**src/rtl/skeleton_trace_pkg.sv**
```systemverilog
// Shared constants and entry packing for the skeleton output trace capture.
// An entry is {wrap, timestamp, value} with value in the LSBs.
package skeleton_trace_pkg;

  localparam int SKEL_W         = 3;
  localparam int SKEL_TS_W      = 16;
  localparam int SKEL_VALUE_LSB = 0;
  localparam int SKEL_TS_LSB    = SKEL_VALUE_LSB + SKEL_W;
  localparam int SKEL_WRAP_BIT  = SKEL_TS_LSB + SKEL_TS_W;
  localparam int SKEL_ENTRY_W   = SKEL_WRAP_BIT + 1;
  localparam int PACK_MAX_W     = 128;

  // Widths are passed as constants so non-default instances can share this helper.
  function automatic logic [PACK_MAX_W-1:0] pack_entry(
    input logic        wrap,
    input logic [63:0] ts,
    input logic [63:0] value,
    input int          w,
    input int          ts_w
  );
    return (PACK_MAX_W'(value) << SKEL_VALUE_LSB)
         | (PACK_MAX_W'(ts) << (SKEL_VALUE_LSB + w))
         | (PACK_MAX_W'(wrap) << (SKEL_VALUE_LSB + w + ts_w));
  endfunction

endpackage

```
**src/rtl/trace_fifo.sv**
```systemverilog
// Generic first-word-fall-through circular buffer with synchronous flush.
// A push while full is accepted only when a pop happens in the same cycle.
module trace_fifo #(
  parameter int DW    = 8,
  parameter int DEPTH = 8
) (
  input  logic                       clk,
  input  logic                       flush,
  input  logic                       push,
  input  logic [DW-1:0]              push_data,
  input  logic                       pop,
  output logic [DW-1:0]              pop_data,
  output logic                       empty,
  output logic                       full,
  output logic [$clog2(DEPTH):0]     count
);

  localparam int AW = $clog2(DEPTH);
  localparam int CW = AW + 1;

  logic [DW-1:0] mem_q [DEPTH];
  logic [AW-1:0] wr_ptr_q, wr_ptr_d;
  logic [AW-1:0] rd_ptr_q, rd_ptr_d;
  logic [CW-1:0] count_q, count_d;
  logic          do_push, do_pop;

  always_comb begin
    do_pop   = pop && (count_q != '0);
    do_push  = push && ((count_q != CW'(DEPTH)) || do_pop);
    wr_ptr_d = do_push ? wr_ptr_q + AW'(1) : wr_ptr_q;
    rd_ptr_d = do_pop  ? rd_ptr_q + AW'(1) : rd_ptr_q;
    count_d  = count_q;
    if (do_push && !do_pop) begin
      count_d = count_q + CW'(1);
    end else if (!do_push && do_pop) begin
      count_d = count_q - CW'(1);
    end
  end

  always_ff @(posedge clk) begin
    if (flush) begin
      wr_ptr_q <= '0;
      rd_ptr_q <= '0;
      count_q  <= '0;
    end else begin
      wr_ptr_q <= wr_ptr_d;
      rd_ptr_q <= rd_ptr_d;
      count_q  <= count_d;
    end
  end

  // Storage needs no reset: the head is masked to zero whenever the buffer is empty.
  always_ff @(posedge clk) begin
    if (do_push) begin
      mem_q[wr_ptr_q] <= push_data;
    end
  end

  assign empty    = (count_q == '0);
  assign full     = (count_q == CW'(DEPTH));
  assign count    = count_q;
  assign pop_data = empty ? '0 : mem_q[rd_ptr_q];

endmodule

```
**src/rtl/skeleton_trace_capture.sv**
```systemverilog
// Records every change of the skeleton outputs (d, e, f) with a cycle timestamp
// into a small FWFT buffer drained through a valid/ready port.
module skeleton_trace_capture
  import skeleton_trace_pkg::*;
#(
  parameter int W     = SKEL_W,
  parameter int TS_W  = SKEL_TS_W,
  parameter int DEPTH = 8
) (
  input  logic                     clk,
  input  logic                     rst,
  input  logic                     en,
  input  logic                     clear,
  input  logic [W-1:0]             sample,
  output logic                     rd_valid,
  input  logic                     rd_ready,
  output logic [TS_W+W:0]          rd_data,
  output logic [$clog2(DEPTH):0]   count,
  output logic                     overflow
);

  localparam int ENTRY_W = 1 + TS_W + W;

  logic [TS_W-1:0]    ts_q, ts_d;
  logic [W-1:0]       prev_sample_q, prev_sample_d;
  logic               prev_valid_q, prev_valid_d;
  logic               wrap_pending_q, wrap_pending_d;
  logic               overflow_q, overflow_d;
  logic               evt, ts_wraps, pop, push_accepted;
  logic               fifo_empty, fifo_full;
  logic [ENTRY_W-1:0] push_data;

  always_comb begin
    evt           = en && (!prev_valid_q || (sample != prev_sample_q));
    ts_wraps      = en && (ts_q == '1);
    pop           = rd_ready && !fifo_empty;
    push_accepted = evt && (!fifo_full || pop);
    push_data     = ENTRY_W'(pack_entry(wrap_pending_q | ts_wraps, 64'(ts_q),
                                        64'(sample), W, TS_W));
    ts_d          = en ? ts_q + TS_W'(1) : ts_q;
    prev_sample_d = en ? sample : prev_sample_q;
    prev_valid_d  = prev_valid_q | en;
    // A dropped entry keeps the pending wrap so the next stored entry still flags it.
    wrap_pending_d = push_accepted ? 1'b0 : (wrap_pending_q | ts_wraps);
    overflow_d     = overflow_q | (evt && !push_accepted);
  end

  always_ff @(posedge clk) begin
    if (rst || clear) begin
      ts_q           <= '0;
      prev_sample_q  <= '0;
      prev_valid_q   <= 1'b0;
      wrap_pending_q <= 1'b0;
      overflow_q     <= 1'b0;
    end else begin
      ts_q           <= ts_d;
      prev_sample_q  <= prev_sample_d;
      prev_valid_q   <= prev_valid_d;
      wrap_pending_q <= wrap_pending_d;
      overflow_q     <= overflow_d;
    end
  end

  trace_fifo #(
    .DW    (ENTRY_W),
    .DEPTH (DEPTH)
  ) u_fifo (
    .clk       (clk),
    .flush     (rst || clear),
    .push      (evt),
    .push_data (push_data),
    .pop       (rd_ready),
    .pop_data  (rd_data),
    .empty     (fifo_empty),
    .full      (fifo_full),
    .count     (count)
  );

  assign rd_valid = !fifo_empty;
  assign overflow = overflow_q;

endmodule

```
**config.mk**
```make
export PLATFORM = sky130hd
export DESIGN_NAME = skeleton_trace_capture
export DESIGN_NICKNAME = d
export VERILOG_FILES = /design/src/rtl/skeleton_trace_pkg.sv /design/src/rtl/trace_fifo.sv /design/src/rtl/skeleton_trace_capture.sv
export SDC_FILE = /design/constraint.sdc
export NUM_CORES = 1
export LEC_CHECK = 0
export CORE_UTILIZATION = 62
export CTS_BUF_LIST = sky130_fd_sc_hd__clkbuf_8
export DETAILED_ROUTE_END_ITERATION = 10
export PLACE_DENSITY_LB_ADDON = 0.1
export REMOVE_ABC_BUFFERS = 1
export SLEW_MARGIN = 20
export SYNTH_ARGS = -nofsm -noshare
export SYNTH_HDL_FRONTEND = slang
export SYNTH_SLANG_ARGS = --single-unit
```
**constraint.sdc**
```tcl
create_clock -name clk -period 4.1 [get_ports clk]
set_input_delay 0.41 -clock clk [delete_from_list [all_inputs] [get_ports clk]]
set_output_delay 0.41 -clock clk [all_outputs]
set_load 0.01 [all_outputs]
```
==> results.json <==
{
  "outcome": "finished clean",
  "fin_crit_sh_pct": 73.7,
  "dieWidth_um": 114,
  "synthTopCellsByArea": "edfxtp_1, mux4_2, dfxtp_1, mux2i_1, nor2_1",
  "start_util_pct": 64.0,
  "postCtsResizedCells": 0,
  "powerDensity_nw_per_um2": 426,
  "die_area_um2": 12900,
  "path_max_fanout": 21,
  "r2r_cells": 10,
  "worstMarginPinSlew_ns": 0.782,
  "final_nets": 501,
  "routed_wire_length_per_instance_um": 19.7,
  "ir_drop_mv": 0.322,
  "fillCellCount": 768,
  "grt_max_degree": 35,
  "row_count": 40,
  "r2r_end": "u_fifo.count[3]$_SDFFE_PP0P_",
  "worstHoldStart": "prev_valid_q$_SDFF_PP0_",
  "rsz0062_at_grt": "no",
  "cts_buffers": 17,
  "synth.avg_cell_area_um2": 17.7,
  "grt_pass1_wl_um": 21000,
  "dieHeight_um": 114,
  "synth_ff_type": "edfxtp_1",
  "synth_area_um2": 7720,
  "grt_pass1_vias": 3889,
  "post-route-cell-area_um2": 8760,
  "drt-total-wl_um": 13100,
  "portBuffers": 33,
  "rrSetupSlack_ns": 1.55,
  "min_delay_worst_endpoint": "prev_valid_q$_SDFF_PP0_",
  "setup_ws_ns": 1.08,
  "setup_tns_ns": 0,
  "htreeDepth": 4,
  "holdWs_ns": 0.483,
  "ys_warn_count": 0,
  "fmax_mhz": 331,
  "pre_cts_slack_ns": 0.821,
  "synth-seq-cells": 195,
  "hold_path_class": "reg -> reg",
  "via_per_inst": 5.76,
  "hold_path_depth": 2,
  "track_usage_pct": 22.8,
  "pin_count": 34,
  "syn-instance-count": 436,
  "cp.required_ns": 3.69,
  "drc_errors": 0,
  "grt-ovfl-total": 0,
  "post_cts_buffers": 0,
  "vias": 3841,
  "power_leakage_uw": 0.00301,
  "drive_gt1_share_pct": 22.4,
  "syn2layout_area_growth_pct": 13.4,
  "synth-edff-count": 160,
  "cp.arrival_ns": 2.61,
  "cts_root_buffer": "clkbuf_8",
  "yosysTopAreaCell": "edfxtp_1",
  "drv_cap": 0,
  "cts_tree": "done",
  "setup-violations-final": 0,
  "reg2reg_from": "u_fifo.count[1]$_SDFFE_PP0P_",
  "clkTransAtPathRegs_ns": 0.09,
  "yosysTopAreaCellShare_pct": 62.2,
  "hold_viol_final": 0,
  "skew_ns": 0.0105,
  "antennaDiodeCount": 0,
  "slew_viol_final": 0,
  "relSlewSlack_pct": 47.8,
  "antenna_found_initial": 0,
  "worstSetupStartpointType": "flip-flop",
  "post-dp-hpwl_um": 8210,
  "ctsLongestPathBuffers": 2,
  "holdBufCountCts": 0,
  "fin_crit_ns": 3.02,
  "clock-sinks": 195,
  "drtIter0Drc": 289,
  "ant_nets": 0,
  "crit_type": "reg -> out",
  "synth_cell_types": 40,
  "place_congestion": 0.729,
  "seq_area_frac_synth_pct": 71.3,
  "insertion_delay_ns": 0.45,
  "coreArea_um2": 12100,
  "async_flop_share_pct": 0,
  "endpoint_kind": "output port",
  "first_pass_iters": 4,
  "placed_area_um2": 8360
}
## cells in the mapped netlist (5+ instances only)
| cell | count |
|---|---|
| clkbuf_1 | 10 |
| nand2_1 | 10 |
| a31o_2 | 5 |
| edfxtp_1 | 160 |
| a21oi_1 | 9 |
| nor2_1 | 54 |
| nand3_1 | 11 |
| mux2i_1 | 25 |
| xor2_1 | 12 |
| mux4_2 | 40 |
| nor3_1 | 6 |
| ha_1 | 6 |
| dfxtp_1 | 35 |
| xnor2_1 | 6 |
## where the power goes
group	leakage [µW]	internal [µW]	switching, µW
Clock	0.000195	572	622
Sequential	0.00193	2150	23.1
Combinational	0.000884	180	181
Total	0.00301	2900	827
## logic make-up after synthesis
kind of cell	count (synthesis)	share of synthesized area, %
xor+xnor	18	2.04
flops	195	71.3
buf+inv	24	1.41
simple gates	103	6.92
fa+ha+maj	7	1.23
compound gates	24	2.20
mux	65	14.9
## metal layers
layer  part of all wire, %  routed length (µm)  global-route usage, %  up-vias
met3                   5.2                 687                   4.84       10
met4                  0.83                 109                   8.42        0
li1                      -                   -                      -     1804
met2                    52                6850                   37.2       96
met5                     0                   0                      0        -
met1                    42                5470                   30.6     1931
## through the flow
step / util [%] / cells / total power [µW]
global placement: 69.3 / 635 / 2570
floorplan: - / 416 / 2410
detailed placement: 69.3 / 635 / 2580
finish: 72.6 / 667 / 3730
CTS: 72.6 / 667 / 3750
global route: 72.6 / 667 / 3870
## cell usage in the layout (no fill, tap or decap), types with 2 or more instances in the layout
cell / instances
clkbuf_8: 19
ha_1: 6
nor2_1: 52
buf_4: 17
inv_1: 5
nor3_2: 2
a31o_2: 5
bufinv_16: 2
dfxtp_2: 2
mux4_2: 40
nand2_1: 10
or3_1: 2
xor2_1: 12
o21ai_0: 3
clkinvlp_4: 4
a31oi_1: 2
clkinv_2: 3
nor4_4: 2
nor3_1: 4
nor3b_2: 5
dfxtp_1: 33
nand3_1: 11
a21oi_1: 9
nor2_2: 2
edfxtp_1: 160
nand4_1: 3
clkdlybuf4s50_1: 33
mux2i_1: 25
clkinv_4: 2
and4_1: 2
xnor2_1: 6
## registers in the layout (all words and copies together), names as in the netlist, 3 cells and up, named ones only
signal	flops
u_fifo.count	4
prev_sample_q	3
u_fifo.mem_q	160
ts_q	16
u_fifo.wr_ptr_q	3
u_fifo.rd_ptr_q	3
## how the worst max path moves through the flow
stage | end | slack, ns | depth (start not counted)
after floorplan | u_fifo.count[3]$_SDFFE_PP0P_ | 0.17 | 10
after global placement | u_fifo.count[3]$_SDFFE_PP0P_ | 0.93 | 11
after detailed placement | u_fifo.count[3]$_SDFFE_PP0P_ | 0.82 | 11
after CTS | rd_data[4] | 0.99 | 5
after global routing | rd_data[19] | 0.91 | 5
final | rd_data[4] | 1.08 | 5
## critical path, cell delays in order (launching register included)
cell             delay, ns
dfxtp_2               0.69
buf_4                 0.40
mux4_2                0.36
mux2i_1               0.17
nor2_1                0.05
clkdlybuf4s50_1       0.48
## cell type report
type | instances | area [µm²] | share of cell area (%)
Sequential cell | 195 | 5510 | 62.9
Multi-Input combinational cell | 217 | 2150 | 24.5
Timing Repair Buffer | 51 | 478 | 5.46
Clock buffer | 19 | 262 | 2.99
Tap cell | 168 | 210 | 2.40
Clock inverter | 13 | 135 | 1.54
Inverter | 4 | 15.0 | 0.171
Note: power is estimated with default switching activity, not from simulation.
